### config.mk
export PLATFORM = sky130hd
export DESIGN_NAME = nand_xnor_cmp_flat
export DESIGN_NICKNAME = d
export VERILOG_FILES = /design/src/rtl/nand_xnor_cmp_if.sv /design/src/rtl/nand_xnor_cmp.sv /design/src/flat_wrapper.sv
export SDC_FILE = /design/constraint.sdc
export NUM_CORES = 1
export LEC_CHECK = 0
export BUFFER_PORTS_ARGS = -buffer_cell sky130_fd_sc_hd__buf_2
export CAP_MARGIN = 0
export CORE_AREA = 2 2 85 87
export CTS_CLUSTER_SIZE = 12
export DETAILED_ROUTE_END_ITERATION = 10
export DIE_AREA = 0 0 87 89
export PLACE_DENSITY = 0.79
export SYNTH_ARGS = -nofsm -noshare
export SYNTH_HDL_FRONTEND = slang
export SYNTH_SLANG_ARGS = --single-unit
export TNS_END_PERCENT = 50
### constraint.sdc
create_clock -name clk -period 3.6 [get_ports clk]
set_input_delay 1.08 -clock clk [delete_from_list [all_inputs] [get_ports clk]]
set_output_delay 1.08 -clock clk [all_outputs]
set_load 0.03 [all_outputs]
### src/rtl/nand_xnor_cmp_if.sv
// Handshake and operand/result bundle for the sliced NAND-XNOR comparator.
interface nand_xnor_cmp_if #(
  parameter int WIDTH = 16,
  parameter int CW    = $clog2(WIDTH + 1)
) ();
  logic             start;
  logic [WIDTH-1:0] a;
  logic [WIDTH-1:0] b;
  logic             busy;
  logic             done;
  logic [WIDTH-1:0] xnor_out;
  logic [CW-1:0]    match_cnt;
  logic             eq;

  modport master (
    output start, a, b,
    input  busy, done, xnor_out, match_cnt, eq
  );

  modport slave (
    input  start, a, b,
    output busy, done, xnor_out, match_cnt, eq
  );
endinterface

### src/rtl/nand_xnor_cmp.sv
// Multi-cycle XNOR comparator: SLICE bits per clock through NAND-only XNOR cells,
// yielding the XNOR vector, a match count and an equality flag.
module nand_xnor_cell (
  input  logic a,
  input  logic b,
  output logic y
);
  logic n1, n2, n3, x;

  // Classic four-NAND XOR, inverted by a fifth NAND wired as an inverter.
  assign n1 = ~(a & b);
  assign n2 = ~(a & n1);
  assign n3 = ~(b & n1);
  assign x  = ~(n2 & n3);
  assign y  = ~(x & x);
endmodule

module nand_xnor_cmp #(
  parameter int WIDTH = 16,
  parameter int SLICE = 4
) (
  input logic           clk,
  input logic           rst,
  nand_xnor_cmp_if.slave bus
);
  localparam int N  = (SLICE > 0) ? WIDTH / SLICE : 1;
  localparam int CW = $clog2(WIDTH + 1);
  localparam int IW = (N > 1) ? $clog2(N) : 1;

  if (WIDTH < 1 || SLICE < 1 || (WIDTH % SLICE) != 0) begin : g_bad_params
    $error("nand_xnor_cmp: WIDTH must be >= 1 and divisible by SLICE");
  end

  typedef enum logic {IDLE, RUN} state_t;

  state_t state, state_next;

  logic [WIDTH-1:0] a_reg, b_reg, acc, acc_next;
  logic [CW-1:0]    cnt, cnt_next, slice_cnt;
  logic [IW-1:0]    idx;
  logic [SLICE-1:0] slice_a, slice_b, slice_x;
  logic             last;
  logic             done_r, eq_r;
  logic [WIDTH-1:0] xnor_r;
  logic [CW-1:0]    match_r;

  for (genvar g = 0; g < SLICE; g++) begin : g_cells
    nand_xnor_cell u_cell (
      .a (slice_a[g]),
      .b (slice_b[g]),
      .y (slice_x[g])
    );
  end

  always_comb begin
    slice_a = '0;
    slice_b = '0;
    for (int unsigned j = 0; j < N; j++) begin
      if (idx == IW'(j)) begin
        slice_a = a_reg[j*SLICE +: SLICE];
        slice_b = b_reg[j*SLICE +: SLICE];
      end
    end
  end

  always_comb begin
    acc_next  = acc;
    slice_cnt = '0;
    for (int unsigned j = 0; j < N; j++) begin
      if (idx == IW'(j)) acc_next[j*SLICE +: SLICE] = slice_x;
    end
    for (int unsigned j = 0; j < SLICE; j++) begin
      slice_cnt = slice_cnt + CW'(slice_x[j]);
    end
    cnt_next = cnt + slice_cnt;
    last     = (idx == IW'(N - 1));
  end

  always_comb begin
    state_next = state;
    case (state)
      IDLE:    if (bus.start) state_next = RUN;
      RUN:     if (last)      state_next = IDLE;
      default: state_next = IDLE;
    endcase
  end

  always_ff @(posedge clk) begin
    if (rst) state <= IDLE;
    else     state <= state_next;
  end

  always_ff @(posedge clk) begin
    if (rst) begin
      a_reg   <= '0;
      b_reg   <= '0;
      acc     <= '0;
      cnt     <= '0;
      idx     <= '0;
      done_r  <= 1'b0;
      xnor_r  <= '0;
      match_r <= '0;
      eq_r    <= 1'b0;
    end else begin
      done_r <= 1'b0;
      case (state)
        IDLE: begin
          if (bus.start) begin
            a_reg <= bus.a;
            b_reg <= bus.b;
            acc   <= '0;
            cnt   <= '0;
            idx   <= '0;
          end
        end
        RUN: begin
          acc <= acc_next;
          cnt <= cnt_next;
          if (last) begin
            // Results take the final slice straight from the cells, not from acc.
            xnor_r  <= acc_next;
            match_r <= cnt_next;
            eq_r    <= (cnt_next == CW'(WIDTH));
            done_r  <= 1'b1;
            idx     <= '0;
          end else begin
            idx <= idx + 1'b1;
          end
        end
        default: ;
      endcase
    end
  end

  assign bus.busy      = (state == RUN);
  assign bus.done      = done_r;
  assign bus.xnor_out  = xnor_r;
  assign bus.match_cnt = match_r;
  assign bus.eq        = eq_r;
endmodule
### src/flat_wrapper.sv
// flat-port wrapper written by rule: the top's interface ports become plain ports
module nand_xnor_cmp_flat 
#(
  parameter int WIDTH = 16,
  parameter int SLICE = 4
)
  (clk, rst, bus_start, bus_a, bus_b, bus_busy, bus_done, bus_xnor_out, bus_match_cnt, bus_eq);
  nand_xnor_cmp_if #(.WIDTH(WIDTH)) bus_i ();
  input logic clk;
  input logic rst;
  input wire logic [$bits(bus_i.start)-1:0] bus_start;
  input wire logic [$bits(bus_i.a)-1:0] bus_a;
  input wire logic [$bits(bus_i.b)-1:0] bus_b;
  output wire logic [$bits(bus_i.busy)-1:0] bus_busy;
  output wire logic [$bits(bus_i.done)-1:0] bus_done;
  output wire logic [$bits(bus_i.xnor_out)-1:0] bus_xnor_out;
  output wire logic [$bits(bus_i.match_cnt)-1:0] bus_match_cnt;
  output wire logic [$bits(bus_i.eq)-1:0] bus_eq;
  assign bus_i.start = bus_start;
  assign bus_i.a = bus_a;
  assign bus_i.b = bus_b;
  assign bus_busy = bus_i.busy;
  assign bus_done = bus_i.done;
  assign bus_xnor_out = bus_i.xnor_out;
  assign bus_match_cnt = bus_i.match_cnt;
  assign bus_eq = bus_i.eq;
  nand_xnor_cmp #(.WIDTH(WIDTH), .SLICE(SLICE)) u_core (.clk(clk), .rst(rst), .bus(bus_i));
endmodule
=== Yosys cells after proc, flatten, opt, wreduce, memory -nomap -nowiden ===
Cells that the tools add are included.

* Flip-flop bits (word level): 79
* Bits in latches: 0
* Bits in writable memories: 0
* ROM bits: 0
* Bits of input ports: 35
* Output and inout port bits: 24
* Word-level logic and storage cells: 76
* Memories kept: 0

* Add/subtract/negate cells: 5
* $mul: 0
* Divide/modulo/power cells: 0
* $lt $le $gt $ge: 0
* Equality and inequality tests: 5
* Shift-type cells: 0
* Multiplexer cells: 23
* Bitwise operators: 29
* Reductions and logical operators: 4

{| class="wikitable"
|+ Operator list
! operator !! number
|-
| 4-bit 2-to-1 mux || 12
|-
| 16-bit one-hot mux with 2 select lines || 1
|-
| 1-bit bitwise AND || 16
|-
| 16-bit 2-to-1 mux || 1
|-
| 1-bit inverter || 13
|-
| 5-bit by 1-bit adder with 5-bit output || 2
|-
| 5-bit one-hot mux with 2 select lines || 1
|-
| 5-bit adder || 1
|-
| 5-bit == test, second input constant || 1
|-
| 5-bit 2-to-1 mux || 1
|-
| 2-bit == test, second input constant || 2
|-
| 2-bit 2-to-1 mux || 2
|-
| 2-bit one-hot mux with 2 select lines || 1
|-
| 2-bit AND reduction || 2
|-
| 1-bit 2-to-1 mux || 3
|-
| 1-bit by 1-bit adder with 2-bit output || 1
|-
| 2-bit by 1-bit adder with 2-bit output, second input constant || 1
|-
| 2-bit by 1-bit == test with 1-bit output, second input constant || 1
|-
| 2-bit logical NOT || 1
|-
| 2-bit != test, second input constant || 1
|-
| 1-bit one-hot mux with 2 select lines || 1
|-
| 2-bit OR reduction || 1
|}

=== Longest topological paths before layout ===
Gate-level depths: netlist (run 1).

* Depth after elaboration: 15
* Depth in mapped cells: 16

=== Modules after synthesis ===
A second synthesis (run 1) with hierarchy kept.

* Cell total of the unflattened synthesis: 389
* Area, all modules: 3231.8 um^2

{| class="wikitable"
|+ By module, submodules not included
! module !! instances !! cells an instance !! area an instance (um^2) !! seq. area each (um^2)
|-
| nand_xnor_cmp || 1 || 385 || 3196.8 || 1501.4
|-
| nand_xnor_cell || 4 || 1 || 8.8 || 0.0
|}

=== Least setup slack after synthesis (run 1) ===
No wires, ideal clock.

* Path type: reg-to-reg
* Start: register u_core.idx[0]
* End: register u_core.match_r[4] (netlist: u_core.bus.match_cnt[4])
* Library setup time: 0.086 ns
* Arrival time: 3.502 ns
* Data required time: 3.514 ns
* Path slack: 0.013 ns
* Cell stages (with the launch flop): 16
* Clock period less this slack: 3.587 ns
* Path through: dfxtp_1 inv_1 ha_1 or4b_4 o22ai_1 a221o_2 inv_2 ha_1 fa_1 ha_1 inv_1 fa_1 nor2b_1 o21a_1 xnor2_1 a211oi_1

* Cells in the longest elaborated chain, start to end: 14

{| class="wikitable"
|+ Ends and longest elaborated chain
! what !! line !! source
|-
| start, declared || nand_xnor_cmp.sv:40 || <nowiki>logic [IW-1:0] idx;</nowiki>
|-
| start signal, assigned || nand_xnor_cmp.sv:127 || <nowiki>idx <= idx + 1'b1;</nowiki>
|-
| 2-bit logical NOT || nand_xnor_cmp.sv:59 || <nowiki>if (idx == IW'(j)) begin</nowiki>
|-
| 4-bit 2-to-1 mux (4 in series) || nand_xnor_cmp.sv:59 ||
|-
| 1-bit bitwise AND || nand_xnor_cmp.sv:11 || <nowiki>assign n1 = ~(a & b);</nowiki>
|-
| 1-bit inverter || nand_xnor_cmp.sv:11 ||
|-
| 1-bit bitwise AND, on equally long branches || nand_xnor_cmp.sv:12, nand_xnor_cmp.sv:13 ||
|-
| 1-bit inverter, on equally long branches || nand_xnor_cmp.sv:12, nand_xnor_cmp.sv:13 ||
|-
| 1-bit bitwise AND || nand_xnor_cmp.sv:14 || <nowiki>assign x = ~(n2 & n3);</nowiki>
|-
| 1-bit by 1-bit adder with 2-bit output || nand_xnor_cmp.sv:73 || <nowiki>slice_cnt = slice_cnt + CW'(slice_x[j]);</nowiki>
|-
| 5-bit by 1-bit adder with 5-bit output (2 in series) || nand_xnor_cmp.sv:73 ||
|-
| 5-bit adder || nand_xnor_cmp.sv:75 || <nowiki>cnt_next = cnt + slice_cnt;</nowiki>
|-
| end signal, assigned || nand_xnor_cmp.sv:122 || <nowiki>match_r <= cnt_next;</nowiki>
|-
| end, declared || nand_xnor_cmp.sv:45 || <nowiki>logic [CW-1:0] match_r;</nowiki>
|}

Parallel ways exist; a longest one is shown, timed or not.
A chain may end at the register's enable or synchronous reset.

=== Worst setup path after layout (run 1) ===
* Start: register u_core.idx[0]
* End: register u_core.eq_r (netlist: u_core.bus.eq)

* Cells in the longest elaborated chain, start to end: 15

{| class="wikitable"
|+ Ends and longest elaborated chain
! what !! line !! source
|-
| 2-bit logical NOT || nand_xnor_cmp.sv:59 ||
|-
| 4-bit 2-to-1 mux (4 in series) || nand_xnor_cmp.sv:59 ||
|-
| 1-bit bitwise AND || nand_xnor_cmp.sv:11 ||
|-
| 1-bit inverter || nand_xnor_cmp.sv:11 ||
|-
| 1-bit bitwise AND, on equally long branches || nand_xnor_cmp.sv:12, nand_xnor_cmp.sv:13 ||
|-
| 1-bit inverter, on equally long branches || nand_xnor_cmp.sv:12, nand_xnor_cmp.sv:13 ||
|-
| 1-bit bitwise AND || nand_xnor_cmp.sv:14 ||
|-
| 1-bit by 1-bit adder with 2-bit output || nand_xnor_cmp.sv:73 ||
|-
| 5-bit by 1-bit adder with 5-bit output (2 in series) || nand_xnor_cmp.sv:73 ||
|-
| 5-bit adder || nand_xnor_cmp.sv:75 ||
|-
| 5-bit == test || nand_xnor_cmp.sv:123 || <nowiki>eq_r <= (cnt_next == CW'(WIDTH));</nowiki>
|-
| end signal, assigned || nand_xnor_cmp.sv:123 ||
|-
| end, declared || nand_xnor_cmp.sv:43 || <nowiki>logic done_r, eq_r;</nowiki>
|}

Parallel ways exist; a longest one is shown, timed or not.

==> impl_metrics.env, run 1 <==
export IMPL_status="finished, final reports clean"
export IMPL_dpl_cell_count=507
export IMPL_synthTopCellsByArea="dfxtp_1 (46%), a21oi_1 (9.4%), nand2_1 (8.0%)"
export IMPL_synth_edf_count=0
export IMPL_clkLatencyLatePin_ns=0.35
export IMPL_crit_slowest_cell="or4b_4"
export IMPL_synthesis_instances=384
export IMPL_cts_root_buf="clkbuf_8"
export IMPL_grt_pass1_vias=2524
export IMPL_cp_cell_sequence="inv_4, ha_4, or4b_4, o22ai_2, a221o_2, inv_2, ha_4, fa_1, ha_2, inv_2, fa_2, nor2b_2, o21a_1, xnor2_2, o31ai_1"
export IMPL_synth_top_area_share=0.455
export IMPL_power_w=0.00205
export IMPL_grt_start_max_net_pins=40
export IMPL_numPortBuffers=58
export IMPL_final_nets=484
export IMPL_die_x_um=87
export IMPL_htree_levels=3
export IMPL_via_count=2830
export IMPL_syn_nets=430
export IMPL_place_hpwl_mm=5.14
export IMPL_numCtsBuffers=9
export IMPL_route_met3_wl_um=499
export IMPL_drive_above_1_share=0.264
export IMPL_max_slew_margin=0.594
export IMPL_areaGrowthSynthToFinish_pct=20.7
export IMPL_maxUsedRoutingLayer="met4"
export IMPL_drtAntennaViolNets=0
export IMPL_cts_max_path_buffers=2
export IMPL_start_util=0.491
export IMPL_totalWireLength_mm=7.69
export IMPL_place_congestion=0.868
export IMPL_ir_drop_mv=0.278
export IMPL_drt_iter0_drc=159
export IMPL_crit_type="reg2reg"
export IMPL_maxCapViolations=0
export IMPL_grt_antenna_before_repair=0
export IMPL_max_freq_mhz=278
export IMPL_grt_pass1_wl_mm=11.8
export IMPL_critPathTopFamily="adder cells"
export IMPL_cts_tree="yes"
export IMPL_gr_total_overflow=0
export IMPL_die_area_mm2=0.00774
export IMPL_synth_area_mm2=0.00330
export IMPL_coreArea_mm2=0.00672
export IMPL_viasPerCell=5.41
export IMPL_synthTopCellsByCount="dfxtp_1 (75), nand2_1 (70), a21oi_1 (62)"
export IMPL_critPathCaptureType="flip-flop"
export IMPL_power_leakage_nw=1.65
export IMPL_final_setup_skew_ns=0.00986
export IMPL_async_flop_share=0
export IMPL_m1WireLength_mm=3.43
export IMPL_hold_path_class="reg2reg"
export IMPL_slowest_delay_ns=0.55
export IMPL_rsz0062_at_grt="true"
export IMPL_period_needed_ns=3.59
export IMPL_yosysUniqueCellTypes=40
export IMPL_crit_path_max_fanout=4
export IMPL_worst_slew_pin_slew_ns=0.609
export IMPL_finalWorstSetupSlack_ns=0.00559
export IMPL_hold_buffers=0
export IMPL_final_cells=523
export IMPL_clkSinkCount=75
export IMPL_maxSlewViolCount=0
export IMPL_synth_seq_area_share=0.455
export IMPL_ys_flop_type="dfxtp_1"
export IMPL_path_buf_inv=3
export IMPL_core_rowCount=30
export IMPL_finalSetupViolations=0
export IMPL_track_usage=0.197
export IMPL_fin_crit_sh=0.998
export IMPL_synth_largest_area_cell="dfxtp_1"
export IMPL_post_route_util=0.592
export IMPL_postSynthAreaPerCell_um2=8.59
export IMPL_wl_met2_mm=3.65
export IMPL_finalHoldViolations=0
export IMPL_pwr_density_cell_mw_per_mm2=516
export IMPL_cp_start_kind="flip-flop"
export IMPL_postCtsSetupBuffers=0
export IMPL_ys_warn_count=0
export IMPL_drc=0
export IMPL_clkTransAtPathRegs_ns=0.08
export IMPL_worst_ep_arrival_time_ns=3.86
export IMPL_cp_required_ns=3.86
export IMPL_place_ws_ns=-0.100
export IMPL_die_height_um=89
export IMPL_routedWlPerCell_um=14.7
export IMPL_ys_ff_latch=75
export IMPL_num_io_pins=59
export IMPL_dr_pass1_iters=4
export IMPL_synth_most_common_cell="dfxtp_1"
export IMPL_num_antenna_cells=0
-- final cells by class --
type,count,area [um2]
sequential,75,1510
clock inverter,7,116
timing repair buffer,71,388
tap,80,100
fill,597,2740
multi-input combinational,268,1690
clock buffer,9,124
inverter,13,51.3
-- final timing paths --
check	start	endpoint	slack, ns	cells after the start
worst min register to register	u_core.bus.match_cnt[0]	u_core.bus.match_cnt[0]	0.45	2
worst max-delay path	u_core.idx[0]	u_core.bus.eq	0.006	15
worst max register to register	u_core.idx[0]	u_core.bus.eq	0.006	15
worst min-delay path	u_core.bus.match_cnt[0]	u_core.bus.match_cnt[0]	0.45	2
-- worst min-delay path: cells and delay by family (launching register included) --
family,cells,cell delay (ns)
AO/OA/AOI/OAI,1,0.05
AND/OR/NAND/NOR,1,0.05
flip-flops,1,0.31
-- where the power goes --
group | internal [W] | leakage [nW] | total, W | switching (W)
sequential | 0.000867 | 0.612 | 0.000893 | 0.0000262
combinational | 0.000169 | 0.916 | 0.000390 | 0.000221
clock | 0.000459 | 0.119 | 0.000770 | 0.000312
total | 0.00149 | 1.65 | 0.00205 | 0.000559
-- per-stage QoR --
stage	hold WS (ns)	cell area (um2)	TNS (ns)
after floorplan	0.434	3300	0
after global placement	0.439	3640	0
after detailed placement	0.444	3640	-0.310
after CTS	0.455	3890	0
after global routing	0.488	3980	-0.229
final	0.453	3980	0
-- timing repair --
| action | CTS | global route |
|---|---|---|
| gates cloned | 0 | 0 |
| pin swaps | 1 | 11 |
| resized for setup | 3 | 20 |
| endpoints found under the setup margin | 5 | 6 |
-- cell usage in the layout, fill, tap and decap left out, drive strengths merged, types with 2 or more instances in the layout --
| cell type | n |
|---|---|
| nor2b | 2 |
| a211oi | 6 |
| xnor2 | 10 |
| bufinv | 3 |
| nor3 | 2 |
| a21oi | 62 |
| o21ai | 3 |
| nor3b | 16 |
| nand2b | 4 |
| nor2 | 23 |
| and3b | 2 |
| a221o | 4 |
| ha | 9 |
| a21o | 2 |
| nand3 | 4 |
| buf | 71 |
| xor2 | 9 |
| a32oi | 4 |
| fa | 2 |
| dfxtp | 75 |
| clkinv | 3 |
| inv | 13 |
| clkbuf | 9 |
| o22ai | 16 |
| nand2 | 70 |
| a22o | 8 |
-- cell families after synthesis --
kind of cell	Yosys count	synth area share
buf+inv	41	0.0588
flops	75	0.455
fa+ha+maj	11	0.0463
xor+xnor	19	0.0505
mux	1	0.00304
compound gates	107	0.199
simple gates	130	0.187
-- layer usage --
| metal | track usage | vias to the layer above |
|---|---|---|
| met1 | 0.257 | 1308 |
| met4 | 0.0696 | 0 |
| li1 | - | 1421 |
| met5 | 0 | - |
| met3 | 0.0600 | 9 |
| met2 | 0.312 | 92 |
Power figures use the tool's default switching activity.
==> run 2, diff against run 1 <==
Settings changed: MAX_ROUTING_LAYER set to met4.
==> run 2 against run 1 <==
  * Routed wire length about the same
  * Combinational power about the same
  * Power about the same
  * Clock skew down 0.0014 ns
  * Non-clock buffer count unchanged
  * Largest cell class unchanged
==> impl_metrics.env, run 2 (synthesized netlist as in run 1, its figures left out) <==
export IMPL_status="finished, final reports clean"
export IMPL_final_common_cell="dfxtp_1"
export IMPL_gr_total_overflow=0
export IMPL_crit_type="reg2reg"
export IMPL_max_freq_mhz=278
export IMPL_final_cells=523
export IMPL_maxSlewViolCount=0
export IMPL_areaGrowthSynthToFinish_pct=20.7
export IMPL_num_io_pins=59
export IMPL_power_leakage_nw=1.65
export IMPL_grt_start_max_net_pins=40
export IMPL_cp_required_ns=3.87
export IMPL_htree_levels=3
export IMPL_rsz0062_at_grt="true"
export IMPL_die_x_um=87
export IMPL_clkTransAtPathRegs_ns=0.08
export IMPL_fin_crit_sh=0.998
export IMPL_final_cell_mix="dfxtp_1 (73), nand2_1 (70), a21oi_1 (62), buf_2 (58), nor2_1 (23)"
export IMPL_die_height_um=89
export IMPL_dr_pass1_iters=4
export IMPL_totalWireLength_mm=7.68
export IMPL_dpl_cell_count=507
export IMPL_finalSetupViolations=0
export IMPL_drc=0
export IMPL_crit_path_max_fanout=4
export IMPL_drive_above_1_share=0.264
export IMPL_maxCapViolations=0
export IMPL_clkSinkCount=75
export IMPL_tns_ns=0
export IMPL_via_count=2838
export IMPL_viasPerCell=5.43
export IMPL_worst_ep_arrival_time_ns=3.86
export IMPL_period_needed_ns=3.59
export IMPL_grt_pass1_wl_mm=11.8
export IMPL_critPathCaptureType="flip-flop"
export IMPL_num_antenna_cells=0
export IMPL_numCtsBuffers=9
export IMPL_grt_antenna_before_repair=0
export IMPL_grt_pass1_vias=2523
export IMPL_cp_start_kind="flip-flop"
export IMPL_place_congestion=0.883
export IMPL_die_area_mm2=0.00774
export IMPL_finalHoldViolations=0
export IMPL_cts_root_buf="clkbuf_8"
export IMPL_numPortBuffers=58
export IMPL_final_nets=484
export IMPL_ir_drop_mv=0.278
export IMPL_worst_slew_pin_slew_ns=0.583
export IMPL_path_buf_inv=3
export IMPL_drt_iter0_drc=158
export IMPL_post_route_util=0.592
export IMPL_clkLatencyLatePin_ns=0.35
export IMPL_place_hpwl_mm=5.14
export IMPL_slowest_delay_ns=0.55
export IMPL_hold_path_class="reg2reg"
export IMPL_cts_max_path_buffers=2
export IMPL_drtAntennaViolNets=0
export IMPL_crit_slowest_cell="or4b_4"
export IMPL_cts_tree="yes"
export IMPL_routedWlPerCell_um=14.7
export IMPL_core_rowCount=30
export IMPL_postCtsSetupBuffers=0
export IMPL_max_slew_margin=0.611
export IMPL_coreArea_mm2=0.00672
export IMPL_pwr_density_cell_mw_per_mm2=516
export IMPL_cp_cell_sequence="inv_4, ha_4, or4b_4, o22ai_2, a221o_2, inv_2, ha_4, fa_1, ha_2, inv_2, fa_2, nor2b_2, o21a_1, xnor2_2, o31ai_1"
export IMPL_track_usage=0.203
export IMPL_final_setup_skew_ns=0.00846
export IMPL_start_util=0.491
export IMPL_critPathTopFamily="adder cells"
## run 2: cell counts in the layout (fill, tap and decap cells not counted)
No cell type changed its count.
## run 2: area by class of cell
class	count	area [um2]
timing repair buffer	71	388
tap	80	100
inverter	13	51.3
multi-input combinational	268	1690
clock inverter	7	116
sequential	75	1510
fill	597	2740
clock buffer	9	124
## run 2: where the power goes
group	total, W	internal [W]	switching, W
logic	0.000391	0.000169	0.000221
clock network	0.000769	0.000458	0.000310
registers	0.000893	0.000867	0.0000265
## run 2: layer usage
metal	GRT usage	up-vias	wire (um)
li1	-	1418	-
met1	0.258	1322	3500
met2	0.311	87	3650
met3	0.0582	11	416
met4	0.0696	0	115
met5	-	-	0
## run 2: final timing paths
| path | startpoint | to | slack (ns) | depth (start not counted) |
|---|---|---|---|---|
| setup / recovery | u_core.idx[0] | u_core.bus.eq | 0.006 | 15 |
| hold / removal | u_core.bus.match_cnt[0] | u_core.bus.match_cnt[0] | 0.45 | 2 |
| setup reg to reg | u_core.idx[0] | u_core.bus.eq | 0.006 | 15 |
| hold reg to reg | u_core.bus.match_cnt[0] | u_core.bus.match_cnt[0] | 0.45 | 2 |
## run 2: through the flow
step / instance area, um2 / hold slack, ns / power [W] / setup slack (ns)
after floorplan: 3300 / 0.434 / 0.00117 / 0.0128
after global placement: 3640 / 0.439 / 0.00125 / 0.00305
after detailed placement: 3640 / 0.444 / 0.00126 / -0.100
after CTS: 3890 / 0.455 / 0.00203 / 0.00285
after global routing: 3980 / 0.488 / 0.00215 / -0.0970
final: 3980 / 0.453 / 0.00205 / 0.00608
## run 2: repair_timing
action | 4_1_cts | 5_1_grt
gates resized for setup | 3 | 20
pin swaps | 1 | 11
setup endpoints to repair | 5 | 6
hold buffers | 0 | 0
## run 2: worst register-to-register path, stage by stage (launching register included)
cell	delay, ns
dfxtp_4	0.41
inv_4	0.05
ha_4	0.16
or4b_4	0.55
o22ai_2	0.14
a221o_2	0.16
inv_2	0.06
ha_4	0.23
fa_1	0.49
ha_2	0.19
inv_2	0.04
fa_2	0.39
nor2b_2	0.15
o21a_1	0.18
xnor2_2	0.10
o31ai_1	0.21
==> run 3, diff against run 2 <==
Settings changed: CORE_AREA 2 2 85 87 to 2 2 89 91, DIE_AREA 0 0 87 89 to 0 0 91 93, PLACE_DENSITY 0.79 to 0.73.
==> run 3 against run 2 <==
  * Worst hold slack worse by 0.00051 ns
  * Via count rose by 0.11%
  * Register-to-register slack gained 0.02 ns
  * Routed wire length is 0.30% higher
  * Non-clock buffer count increased by 7
  * Setup slack improved by 0.017 ns
  * Critical path type unchanged
  * Largest power group unchanged
==> impl_metrics.env, run 3 (synthesized netlist as in run 1, its figures left out) <==
export IMPL_max_slew_margin=0.448
export IMPL_cts_root_buf="clkbuf_8"
export IMPL_worst_ep_arrival_time_ns=3.84
export IMPL_drtAntennaViolNets=0
export IMPL_via_count=2841
export IMPL_clkLatencyLatePin_ns=0.35
export IMPL_drive_above_1_share=0.273
export IMPL_crit_path_max_fanout=4
export IMPL_areaGrowthSynthToFinish_pct=21.7
export IMPL_r2r_end="u_core.bus.eq"
export IMPL_numCtsBuffers=9
export IMPL_status="finished, final reports clean"
export IMPL_final_nets=491
export IMPL_htree_levels=3
export IMPL_fin_crit_sh=0.994
export IMPL_start_util=0.438
export IMPL_crit_type="reg2reg"
export IMPL_final_setup_skew_ns=0.00662
export IMPL_viasPerCell=5.15
export IMPL_pwr_density_cell_mw_per_mm2=498
export IMPL_final_cell_mix="dfxtp_1 (73), nand2_1 (70), a21oi_1 (62), buf_2 (58), nor2_1 (23)"
export IMPL_totalWireLength_mm=7.71
export IMPL_num_antenna_cells=0
export IMPL_r2r_slack_ns=0.02
export IMPL_ir_drop_mv=0.245
export IMPL_grt_antenna_before_repair=0
export IMPL_worstHoldStart="u_core.bus.match_cnt[0]"
export IMPL_power_leakage_nw=1.68
export IMPL_num_io_pins=59
export IMPL_core_rowCount=32
export IMPL_power_w=0.00200
export IMPL_rsz0062_at_grt="true"
export IMPL_routedWlPerCell_um=14.0
export IMPL_clkTransAtPathRegs_ns=0.08
export IMPL_hold_depth=2
export IMPL_final_cells=552
export IMPL_final_common_cell="dfxtp_1"
export IMPL_place_hpwl_mm=5.40
export IMPL_critPathCaptureType="flip-flop"
export IMPL_finalHoldViolations=0
export IMPL_maxSlewViolCount=0
export IMPL_period_needed_ns=3.58
export IMPL_cp_start_kind="flip-flop"
export IMPL_drt_iter0_drc=124
export IMPL_ff2ff_path_depth=15
export IMPL_hold_buffers=0
export IMPL_place_ws_ns=-0.230
export IMPL_hold_path_end="u_core.bus.match_cnt[0]"
export IMPL_hold_path_class="reg2reg"
export IMPL_finalSetupViolations=0
export IMPL_gr_total_overflow=0
export IMPL_maxCapViolations=0
export IMPL_cts_tree="yes"
export IMPL_numPortBuffers=58
export IMPL_clkSinkCount=75
export IMPL_grt_pass1_wl_mm=12.9
export IMPL_max_freq_mhz=280
export IMPL_reg2reg_from="u_core.idx[0]"
export IMPL_die_area_mm2=0.00846
export IMPL_die_height_um=93
export IMPL_worst_slew_pin_slew_ns=0.829
export IMPL_dr_pass1_iters=4
export IMPL_grt_start_max_net_pins=47
export IMPL_crit_path_start="u_core.idx[0]"
export IMPL_place_congestion=0.879
export IMPL_drc=0
export IMPL_cp_required_ns=3.86
export IMPL_grt_pass1_vias=2762
export IMPL_cts_max_path_buffers=2
export IMPL_finalWorstSetupSlack_ns=0.0229
export IMPL_post_route_util=0.533
export IMPL_track_usage=0.197
export IMPL_coreArea_mm2=0.00753
export IMPL_die_x_um=91
export IMPL_dpl_cell_count=530
export IMPL_holdWs_ns=0.453
-- run 3: cell types whose count changed in the layout (fill, tap and decap cells not counted), moves of 2 or more --
cell | previous run | this run
buf_4 | 13 | 20
clkinv_2 | 2 | 4
dfxtp_2 | 0 | 2
dfxtp_4 | 2 | 0
-- run 3: repair_timing --
| item | CTS | global route |
|---|---|---|
| pin swaps | 8 | 13 |
| gates cloned | 0 | 0 |
| endpoints found under the setup margin | 5 | 5 |
| gates resized for setup | 13 | 7 |
| setup buffers | 2 | 4 |
-- run 3: report_power, final --
group / internal (W) / leakage, nW / switching, W / total (W)
Clock: 0.000385 / 0.110 / 0.000298 / 0.000683
Combinational: 0.000187 / 0.955 / 0.000236 / 0.000423
Sequential: 0.000868 / 0.611 / 0.0000244 / 0.000892
Total: 0.00144 / 1.68 / 0.000558 / 0.00200
-- run 3: worst max path at each step --
stage                                    to  slack (ns)
detailed placement            u_core.bus.eq       -0.23
floorplan           u_core.bus.match_cnt[4]        0.01
CTS                           u_core.bus.eq        0.06
global placement    u_core.bus.match_cnt[4]      -0.008
global route                  u_core.bus.eq       -0.14
finish                        u_core.bus.eq        0.02
-- run 3: metal layers --
layer	routed length (um)	part of all wire	global-route usage
met5	0	0	-
met3	376	0.049	0.0346
met2	3740	0.49	0.315
met4	155	0.020	0.0934
met1	3430	0.45	0.243
-- run 3: per-stage QoR --
step                 TNS, ns  instance area [um2]
global route          -0.223                 4010
finish                     0                 4010
CTS                        0                 3950
floorplan                  0                 3300
global placement    -0.00813                 3680
detailed placement    -0.858                 3680
-- run 3: worst max-delay path: stages (launching register included) --
cell     delay (ns)
dfxtp_2        0.37
inv_2          0.07
ha_4           0.16
or4b_4         0.56
o22ai_2        0.10
a221o_2        0.14
inv_2          0.05
ha_4           0.23
fa_1           0.52
ha_2           0.19
inv_2          0.04
fa_2           0.39
nor2b_4        0.14
o21a_1         0.17
xnor2_2        0.10
o31ai_1        0.26
-- run 3: layout make-up --
type	count	area, um2
clock buffers	10	128
clock inverters	6	80.1
flip-flops and latches	75	1500
inverters	13	48.8
fillers	757	3510
well taps	102	128
multi-input cells	268	1690
repair buffers	78	440
